==> src/rtl/sdram_cmd_arbiter.sv <==
// sdram_cmd_arbiter: shares the 16-bit SDRAM controller between video refill, cache write-back and cache fill (optional VID_FRAME_SYNC_EN)
module sdram_cmd_arbiter #(
  parameter int VID_LAST       = 19199,
  parameter int VID_BEATS      = 16,
  parameter int LINE_BEATS     = 128,
  parameter int VID_STREAK_MAX = 4
) (
  input  logic        clk,
  input  logic        rst,
  input  logic        vid_req,
  input  logic        cache_wr_req,
  input  logic        cache_rd_req,
  input  logic [16:0] cache_waddr,
  input  logic [16:0] cache_raddr,
  output logic [1:0]  sys_cmd,
  output logic [22:0] sys_addr,
  input  logic [1:0]  sys_cmd_ack,
  input  logic        sys_rd_data_valid,
  input  logic        sys_wr_data_valid,
  input  logic [15:0] sys_dout,
  output logic        cache_write_data,
  output logic        cache_read_data,
  output logic [31:0] vq_data,
  output logic        vq_wren,
  output logic [18:0] vidadr,
  input  logic        vsync,
  output logic        err
);
  localparam int BW = $clog2(LINE_BEATS + 1);
  localparam int SW = $clog2(VID_STREAK_MAX + 1);
  typedef enum logic [1:0] {IDLE, ISSUE, XFER} state_t;
  typedef enum logic [1:0] {OWN_V, OWN_W, OWN_R} owner_t;
  state_t        state, state_nx;
  owner_t        owner;
  logic [BW-1:0] beats;
  logic [SW-1:0] streak;
  logic [15:0]   held;
  logic [18:0]   vid_cur, vid_next;
  logic          cache_pend, grant_v, grant_w, grant_r, granting;
  logic          ack_seen, beat_ok, last_beat, bad_valid;
`ifdef VID_FRAME_SYNC_EN
  logic [2:0] vs_sh;
  logic       frame_pend;
  // Synchronize vsync and remember a rising edge until the arbiter next sits in IDLE
  always_ff @(posedge clk or negedge rst)
    if (!rst) begin
      vs_sh      <= '0;
      frame_pend <= 1'b0;
    end else begin
      vs_sh      <= {vs_sh[1:0], vsync};
      frame_pend <= (vs_sh[1] & ~vs_sh[2]) | (frame_pend & (state != IDLE));
    end
  assign vid_cur = frame_pend ? '0 : vidadr;
`else
  logic unused_vsync;
  assign unused_vsync = vsync;
  assign vid_cur = vidadr;
`endif
  assign cache_pend = cache_wr_req | cache_rd_req;
  assign grant_v    = state == IDLE && vid_req && !(streak == SW'(VID_STREAK_MAX) && cache_pend);
  assign grant_w    = state == IDLE && !grant_v && cache_wr_req;
  assign grant_r    = state == IDLE && !grant_v && !cache_wr_req && cache_rd_req;
  assign granting   = grant_v | grant_w | grant_r;
  assign ack_seen   = state == ISSUE && sys_cmd_ack != 2'b00;
  assign beat_ok    = state == XFER && (owner == OWN_W ? sys_wr_data_valid : sys_rd_data_valid);
  assign last_beat  = beat_ok && beats == BW'((owner == OWN_V ? VID_BEATS : LINE_BEATS) - 1);
  assign bad_valid  = state == XFER ? (owner == OWN_W ? sys_rd_data_valid : sys_wr_data_valid)
                                    : (sys_rd_data_valid | sys_wr_data_valid);
  assign vid_next   = vidadr == 19'(VID_LAST) ? '0 : vidadr + 19'd1;
  // Next state: grant leads to ISSUE, ack to XFER, final beat back to IDLE
  always_comb begin
    state_nx = state;
    if (granting) state_nx = ISSUE;
    if (ack_seen) state_nx = XFER;
    if (last_beat) state_nx = IDLE;
  end
  // State register
  always_ff @(posedge clk or negedge rst)
    if (!rst) state <= IDLE;
    else state <= state_nx;
  // Latch owner, command and address on a grant; drop the command once acknowledged
  always_ff @(posedge clk or negedge rst)
    if (!rst) begin
      owner    <= OWN_V;
      sys_cmd  <= 2'b00;
      sys_addr <= '0;
      beats    <= '0;
    end else begin
      if (granting) begin
        owner    <= grant_v ? OWN_V : grant_w ? OWN_W : OWN_R;
        sys_cmd  <= grant_v ? 2'b10 : grant_w ? 2'b01 : 2'b11;
        sys_addr <= grant_v ? {1'b1, vid_cur, 3'b000} : {grant_w ? cache_waddr : cache_raddr, 6'b0};
        beats    <= '0;
      end
      if (ack_seen) sys_cmd <= 2'b00;
      if (beat_ok) beats <= beats + 1'b1;
    end
  // Count video wins over a waiting cache request so the cache cannot starve
  always_ff @(posedge clk or negedge rst)
    if (!rst) streak <= '0;
    else if (!cache_pend || grant_w || grant_r) streak <= '0;
    else if (grant_v) streak <= streak + 1'b1;
  // Video frame address: apply a pending frame restart in IDLE, advance on video ack
  always_ff @(posedge clk or negedge rst)
    if (!rst) vidadr <= '0;
    else if (ack_seen && owner == OWN_V) vidadr <= vid_next;
    else if (state == IDLE) vidadr <= vid_cur;
  // Route beats: cache strobes and 32-bit video packing, all one cycle after the beat
  always_ff @(posedge clk or negedge rst)
    if (!rst) begin
      cache_write_data <= 1'b0;
      cache_read_data  <= 1'b0;
      vq_wren          <= 1'b0;
      vq_data          <= '0;
      held             <= '0;
    end else begin
      cache_write_data <= beat_ok && owner == OWN_R;
      cache_read_data  <= beat_ok && owner == OWN_W;
      vq_wren          <= beat_ok && owner == OWN_V && beats[0];
      if (beat_ok && owner == OWN_V && beats[0]) vq_data <= {sys_dout, held};
      if (beat_ok && owner == OWN_V && !beats[0]) held <= sys_dout;
    end
  // Sticky protocol error: stray or wrong-type data valid, or ack code not matching the command
  always_ff @(posedge clk or negedge rst)
    if (!rst) err <= 1'b0;
    else if (bad_valid || (ack_seen && sys_cmd_ack != sys_cmd)) err <= 1'b1;
endmodule

==> config.mk <==
export PLATFORM = sky130hd
export DESIGN_NAME = sdram_cmd_arbiter
export DESIGN_NICKNAME = d
export VERILOG_FILES = /design/src/rtl/sdram_cmd_arbiter.sv
export SDC_FILE = /design/constraint.sdc
export NUM_CORES = 1
export LEC_CHECK = 0
export CORE_MARGIN = 2
export CORE_UTILIZATION = 51
export DETAILED_ROUTE_END_ITERATION = 6
export GPL_TIMING_DRIVEN = 0
export PLACE_DENSITY = 0.9
export SYNTH_ARGS = -nofsm -noshare
export SYNTH_HDL_FRONTEND = slang
export SYNTH_SLANG_ARGS = --single-unit
==> constraint.sdc <==
create_clock -name clk -period 3.5 [get_ports clk]
set_input_delay 0.7 -clock clk [delete_from_list [all_inputs] [get_ports clk]]
set_output_delay 0.7 -clock clk [all_outputs]
set_load 0.02 [all_outputs]
======== Word level (Yosys, flattened, before mapping) ========
Index checks and enable logic that the tools add are counted.
Widths: inputs -> output; s select.
word-level totals
  flip-flop bits (word level) ............. 111
  bits of input ports ..................... 60
  output and inout port bits .............. 80
  word-level logic and storage cells ...... 81
operators by class
  $add $sub $neg .......................... 4
  equality and inequality tests ........... 8
  multiplexer cells ....................... 20
  bitwise logic cells ..................... 4
  reductions and logical operators ........ 32
operators with widths
  kind                   count
  $mux 8                 3
  $mux 23                1
  $add 19x1->19 const B  1
  $eq 19x15->1 const B   1
  $mux 19                1
  $mux 2                 9
  $logic_and 1x1->1      17
  $mux 17                1
  $add 8x1->8 const B    1
  $eq 8x8->1             1
  $reduce_bool 2->1      4
  $sub 8x1->8 const B    1
  $mux 3                 2
  $logic_not 1->1        5
  $eq 2x1->1 const B     2
  $eq 2x2->1 const B     2
  $logic_not 2->1        2
  $or 1x1->1             4
  $add 3x1->3 const B    1
  $eq 3x3->1 const B     1
  $logic_or 1x1->1       3
  $mux 1                 3
  $reduce_bool 3->1      1
  $ne 2x2->1             1

======== Logic depth before layout (Yosys ltp) ========
Gate-level depths: netlist of the first run.
  depth in word-level cells ............... 12
  gate-level depth with buffers ........... 8
  depth with buffers taken out ............ 6

======== Worst setup path before layout of the first run ========
Ideal clock, no wire load.
  path type ............................... input to register
  start ................................... input cache_wr_req
  end ..................................... register sys_addr[14]
  setup time .............................. 138 ps
  arrival ................................. 1979 ps
  data required time ...................... 3362 ps
  setup slack ............................. 1383 ps
  stages on the path ...................... 6
  buffers on the path ..................... 3
  cells stage by stage .................... clkbuf_1 > o211ai_1 > and3_1 > clkbuf_1 > buf_1 > o211ai_1
on the way
  word-level cells in the longest chain between the ends .. 9
  elaborated cells between the ends (all ways) .. 14
  classes of those cells .................. mux (2); bitwise (3); reduce/logical (9)
RTL lines
  what                                          RTL line  RTL
  start: declaration                            11        input logic cache_wr_req,
  $or 1x1->1                                    59        assign cache_pend = cache_wr_req | cache_rd_req;
  $logic_and 1x1->1                             60        assign grant_v = state == IDLE && vid_req && !(streak == SW'(VID_STREAK_MAX) && cache_pend);
  $logic_not 1->1                               60
  $logic_and 1x1->1                             60
  $logic_not 1->1                               61, 62
  $logic_and 1x1->1                             61, 62
  $logic_and 1x1->1, on equally long branches   61, 62
  $mux 17, or another cell as far along         92        sys_addr <= grant_v ? {1'b1, vid_cur, 3'b000} : {grant_w ? cache_waddr : cache_raddr, 6'b0};
  $mux 23 / $or 1x1->1 (equally long branches)  92, 63
  end signal: assignment                        92
  end: declaration                              16        output logic [22:0] sys_addr,
Parallel ways exist; a longest one is shown, timed or not.
A chain may end at the register's enable or synchronous reset.

======== Worst setup path in the final report of the first run ========
  start ................................... input cache_rd_req
  end ..................................... register sys_addr[15]
on the way
  word-level cells in the longest chain between the ends .. 9
  elaborated cells between the ends (all ways) .. 13
  classes of those cells .................. mux (2); bitwise (3); reduce/logical (8)
RTL lines
  what                                          RTL line  RTL
  start: declaration                            12        input logic cache_rd_req,
  $or 1x1->1                                    59
  $logic_and 1x1->1                             60
  $logic_not 1->1                               60
  $logic_and 1x1->1                             60
  $logic_not 1->1                               61, 62
  $logic_and 1x1->1                             61, 62
  $logic_and 1x1->1, on equally long branches   61, 62
  $mux 17, or another cell as far along         92
  $mux 23 / $or 1x1->1 (equally long branches)  92, 63
Parallel ways exist; a longest one is shown, timed or not.

==> results of run 1 <==
per-stage QoR:
step,total power [mW],hold slack [ps]
after global placement,2.96,463
after global routing,3.98,468
final,3.81,399
after floorplan,2.38,404
after CTS,3.83,442
after detailed placement,3.03,479
how the worst min path moves through the flow:
stage / start / to / slack (ps) / depth (start not counted)
after floorplan: rst / beats[0] / 400 / 0
after global placement: beats[7] / beats[7] / 460 / 1
after detailed placement: err / err / 480 / 2
after CTS: rst / vidadr[3] / 440 / 1
after global routing: rst / sys_addr[7] / 470 / 1
final: rst / sys_addr[22] / 400 / 1
registers in the layout (all words and copies together) (netlist names):
name              cells
cache_write_data      1
sys_cmd               2
owner                 2
vq_data              32
sys_addr             20
beats                 8
held                 16
vq_wren               1
cache_read_data       1
vidadr               19
state                 2
err                   1
streak                3
power by group through the flow:
stage               sequential (mW)  clock, mW  combinational (mW)
floorplan                      2.01          0               0.372
global placement               1.76          0                1.20
detailed placement             1.79          0                1.24
CTS                            1.77      0.815                1.25
global route                   1.81      0.862                1.31
finish                         1.77      0.805                1.24
worst max-delay path, stage by stage:
cell and delay [ps]:
clkdlybuf4s50_1 500, o211ai_1 300, and3_1 240, clkbuf_1 470, buf_1 470, o211ai_1 190
cells in the final DEF (no fill, tap or decap), types with 2 or more instances in the layout:
| cell type | n |
|---|---|
| a211oi_1 | 2 |
| a21o_1 | 2 |
| a21oi_1 | 11 |
| a22o_1 | 4 |
| a22oi_1 | 16 |
| a31oi_1 | 5 |
| and3_1 | 3 |
| buf_2 | 4 |
| buf_4 | 6 |
| clkbuf_1 | 16 |
| clkbuf_8 | 9 |
| clkdlybuf4s50_1 | 133 |
| conb_1 | 3 |
| dfrtp_1 | 108 |
| ha_1 | 4 |
| inv_1 | 13 |
| inv_8 | 3 |
| mux2_2 | 50 |
| mux2i_1 | 6 |
| nand2_1 | 51 |
| nand3_1 | 11 |
| nand4_1 | 9 |
| nor2_1 | 9 |
| nor3_1 | 9 |
| nor4_1 | 7 |
| nor4b_1 | 2 |
| o211ai_1 | 17 |
| o21ai_0 | 9 |
| o21ai_1 | 2 |
| o31ai_1 | 2 |
| or2_1 | 2 |
| or3_1 | 6 |
| or4_1 | 3 |
| xnor2_1 | 6 |
| xor2_1 | 7 |
layer usage:
metal | part of all wire [%] | up-vias
met3 | 4.7 | 45
met2 | 53 | 174
met4 | 3.6 | 0
met5 | 0 | -
li1 | - | 1815
met1 | 39 | 2023
cell families after synthesis:
| family | count (synthesis) |
|---|---|
| AOI/OAI and AO/OA | 76 |
| xor gates and xnor gates | 13 |
| adders and majority gates | 4 |
| buffers and inverters | 40 |
| DFF | 108 |
| muxes | 57 |
| other | 1 |
| and+or+nand+nor | 122 |
cell type report:
cell class / count / area (um^2)
plain buffers: 27 / 133
clock buffers: 9 / 124
clock inverters: 7 / 88.8
fillers: 644 / 2640
inverters: 13 / 48.8
multi-input cells: 275 / 1980
flip-flops and latches: 108 / 2700
well taps: 129 / 161
repair buffers: 135 / 1360
==> impl_metrics.yaml, run 1 <==
yosys:
  synth_edf_count: 0
  syn_area_per_cell_um2: 11.5
  yosysTopAreaCell: "dfrtp_1"
  netlist_instances: 421
  synth_top_area_share_pct: 55.6
  synth_xor_area_share_pct: 2.34
  syn_area_um2: 4860
  ys_seq_area_share_pct: 55.6
  synth_commonest_cells: "dfrtp_1, nand2_1, mux2_2"
  synth_top_family_by_area: "multiplexers"
  synth_seq_cells: 108
  synth_area_leaders: "dfrtp_1, mux2_2, nand2_1, o211ai_1, a22oi_1"
  ys_types: 51
  synth_top_flop_cell: "dfrtp_1"
  synth_mux_area_share_pct: 13.1
  synthSimpleGateAreaFrac_pct: 13.0
  synthArstFlopShare_pct: 100
  yosys.area_share.adder_pct: 1.03
  synth_most_common_cell: "dfrtp_1"
  synth-compound-area-share_pct: 11.1
  yosysWarnings: 0
power_and_ir_drop:
  clkPwrFrac_pct: 21.1
  p_comb_share_pct: 32.5
  p_leak_nw: 2.74
  ir_worst_vdd_mv: 0.315
  seqPwrFrac_pct: 46.4
  p_int_mw: 2.59
  power_density_nw_per_um2: 577
  power_switching_mw: 1.22
  switching_share_pct: 31.9
placed_design:
  pre_cts_slack_ps: 451
  place.gp.congestion: 0.883
  placed_area_um2: 6380
  dp.cells: 687
  portBuffers: 134
  hpwlAfterDp_mm: 9.16
clock_network:
  cts_root_buf: "clkbuf_8"
  cts_hold_buf: 0
  htree_levels: 3
  cts_made_buffers: 9
  clock_path_buffers: 2
  cts_tree: "built"
  cts_resized: 0
  cts_setup_buffers: 0
  path_clk_slew_ps: 110
  numClockSinks: 108
  clkLatencyLatePin_ps: 370
global_route:
  grt_pass1_wl_mm: 20.3
  use_met1_pct: 31.5
  grt.overflow.total: 0
  grtUsageMet2_pct: 43.0
  grt_busiest_layer: "met2"
  grt_pass1_vias: 4197
  grt_use_total_pct: 25.4
  grt_max_degree: 66
  met3_usage_pct: 3.59
  antenna_found_initial: 0
timing:
  hold_violations: 0
  rsz0062_at_grt: "false"
  fmax_mhz: 380
  post-route-min-period_ps: 2630
  fin_worst_skew_ps: 12.0
  slew_viol_final: 0
  setup_viol: 0
  finalSetupTns_ps: 0
  min_period_over_period_pct: 75.2
  fin_ws_ps: 867
  maxSlewHeadroom_pct: 45.6
  tightest_slew_ps: 816
floorplanning:
  std_cell_rows: 35
  die_w_um: 102
  start_util_pct: 52.6
  die_area_um2: 10300
  io_pins: 140
  coreArea_um2: 9240
  die_h_um: 102
detailed_routing:
  first_pass_iters: 5
  drt-wirelength-per-cell_um: 17.9
  postRouteAntennaNets: 0
  wl_mm: 12.6
  drc: 0
  routed-via-count: 4057
  viasPerCell: 5.77
  drt_iter0_drc: 204
worst_setup_path:
  worstPathRequired_ps: 3740
  endpoint: "sys_addr[15]"
  critical_path_class: "in2reg"
  r2r_setup_slack_ps: 1110
  arrival_ps: 2870
  crit_fanout: 10
  reg2reg_to: "sys_addr[15]"
  timing.rr.start: "state[1]"
  reg2regPathDepth: 6
  end_kind: "flip-flop"
  startpoint: "cache_rd_req"
  crit_path_start_kind: "input port"
final_layout:
  drive_gt1_share_pct: 14.6
  stdcell_area_um2: 6600
  final_util_pct: 71.4
  finalNonFillerCells: 703
  final_nets: 633
  antenna_cells: 0
  area_growth_pct: 35.8
run_status:
  status: "complete, no violations"
min_path:
  hp-class: "in2async"
flow_run:
  cap_violations: 0
Power figures use the tool's default switching activity.
==> run 2: changes to the inputs <==
CORE_UTILIZATION = 43   (was 51)
PLACE_DENSITY = 0.81   (was 0.9)
clock period = 2.3 ns   (was 3.5 ns; I/O delays follow)
==> impl_metrics.yaml, run 2 (synthesis results as in run 1) <==
timing:
  post-route-min-period_ps: 2180
  fin_worst_skew_ps: 9.93
  maxSlewHeadroom_pct: 50.5
  min_period_over_period_pct: 95.0
  finalSetupTns_ps: 0
  setup_viol: 0
  rsz0062_at_grt: "false"
  tightest_slew_ps: 742
  fmax_mhz: 458
  hold_violations: 0
  slew_viol_final: 0
global_route:
  grt_use_total_pct: 21.7
  grt_pass1_wl_mm: 20.1
  antenna_found_initial: 0
  grt.overflow.total: 0
  grt_pass1_vias: 3968
  grt_max_degree: 56
detailed_routing:
  routed-via-count: 3919
  first_pass_iters: 5
  drt_iter0_drc: 222
  wl_mm: 12.7
  drt-wirelength-per-cell_um: 17.8
  drc: 0
  postRouteAntennaNets: 0
  viasPerCell: 5.47
floorplanning:
  start_util_pct: 44.4
  io_pins: 140
  coreArea_um2: 10900
  die_w_um: 110
  die_area_um2: 12200
  std_cell_rows: 38
  die_h_um: 110
final_layout:
  drive_gt1_share_pct: 16.1
  final_util_pct: 61.5
  multi_input_area_um2: 1990
  top_regs: "vq_data (32), sys_addr (20), vidadr (19)"
  largest_reg_flops: 32
  ff_latch_area_um2: 2700
  area_growth_pct: 38.5
  final_nets: 635
  regMostFlops: "vq_data"
  final_cell_mix: "clkdlybuf4s50_1, dfrtp_1, nand2_1"
  final_common_cell: "clkdlybuf4s50_1"
  stdcell_area_um2: 6730
  n_fill_cell: 895
  antenna_cells: 0
clock_network:
  cts_hold_buf: 0
  htree_levels: 3
  path_clk_slew_ps: 70
  numClockSinks: 108
  clock_path_buffers: 2
  cts_made_buffers: 9
  clkLatencyLatePin_ps: 350
  cts_tree: "built"
  cts_root_buf: "clkbuf_16"
worst_setup_path:
  crit_path_start_kind: "flip-flop"
  critical_path_class: "reg2reg"
  reg2regPathDepth: 5
  worstPathRequired_ps: 2530
  end_kind: "flip-flop"
  crit_fanout: 10
  arrival_ps: 2420
placed_design:
  portBuffers: 134
  placed_area_um2: 6410
  place.gp.congestion: 0.912
  hpwlAfterDp_mm: 9.53
power_and_ir_drop:
  p_leak_nw: 2.81
  power_density_nw_per_um2: 899
  ir_worst_vdd_mv: 0.462
min_path:
  hp-class: "in2async"
run_status:
  status: "complete, no violations"
flow_run:
  cap_violations: 0
==> run 2: routing by layer <==
metal | track usage (%) | up-vias | share of wire (%) | routed length [um]
met1 | 28.0 | 1943 | 42 | 5300
met2 | 36.6 | 123 | 52 | 6550
met3 | 2.94 | 30 | 4.0 | 514
li1 | - | 1823 | - | -
met4 | 9.73 | 0 | 2.7 | 349
met5 | 0 | - | 0 | 0
==> run 2: report_power, final <==
group	internal, mW	total (mW)	switching, mW
clock network	0.775	1.49	0.718
registers	2.40	2.68	0.284
logic	1.03	1.88	0.850
total	4.20	6.05	1.85
==> run 2: worst max-delay path: stages, from the launching register on <==
cell and delay (ps):
dfrtp_1 410, and2b_1 320, mux2_2 420, nand4_1 260, clkbuf_4 310, mux2_2 360
==> run 2: per-stage QoR <==
stage	power (mW)	hold slack, ps	setup WS, ps	instances
after floorplan	3.63	164	357	423
after global placement	4.51	465	-3280	697
after detailed placement	4.61	458	-466	698
after CTS	6.11	200	32.9	713
after global routing	6.35	228	25.1	716
final	6.05	174	116	716
==> run 2: final timing paths <==
kind,start,end,slack (ps)
setup reg to reg,owner[1],vq_data[30],120
min in group clk,err,err,480
max in group asynchronous,rst,vq_data[15],1420
hold / removal,rst,vidadr[16],170
hold reg to reg,err,err,480
setup / recovery,owner[1],vq_data[30],120
==> run 2: repair_timing <==
item | CTS | global route
buffers inserted | 0 | 3
resized for setup | 2 | 9
pin swaps | 0 | 1
gates cloned | 0 | 0
setup endpoints to repair | 12 | 40
==> run 2: area by class of cell <==
class | count | share of cell area, %
flip-flops and latches | 108 | 40.2
multi-input cells | 275 | 29.5
repair buffers | 138 | 20.6
clock buffers | 10 | 3.55
well taps | 140 | 2.60
plain buffers | 26 | 2.10
inverters | 13 | 0.725
clock inverters | 6 | 0.688
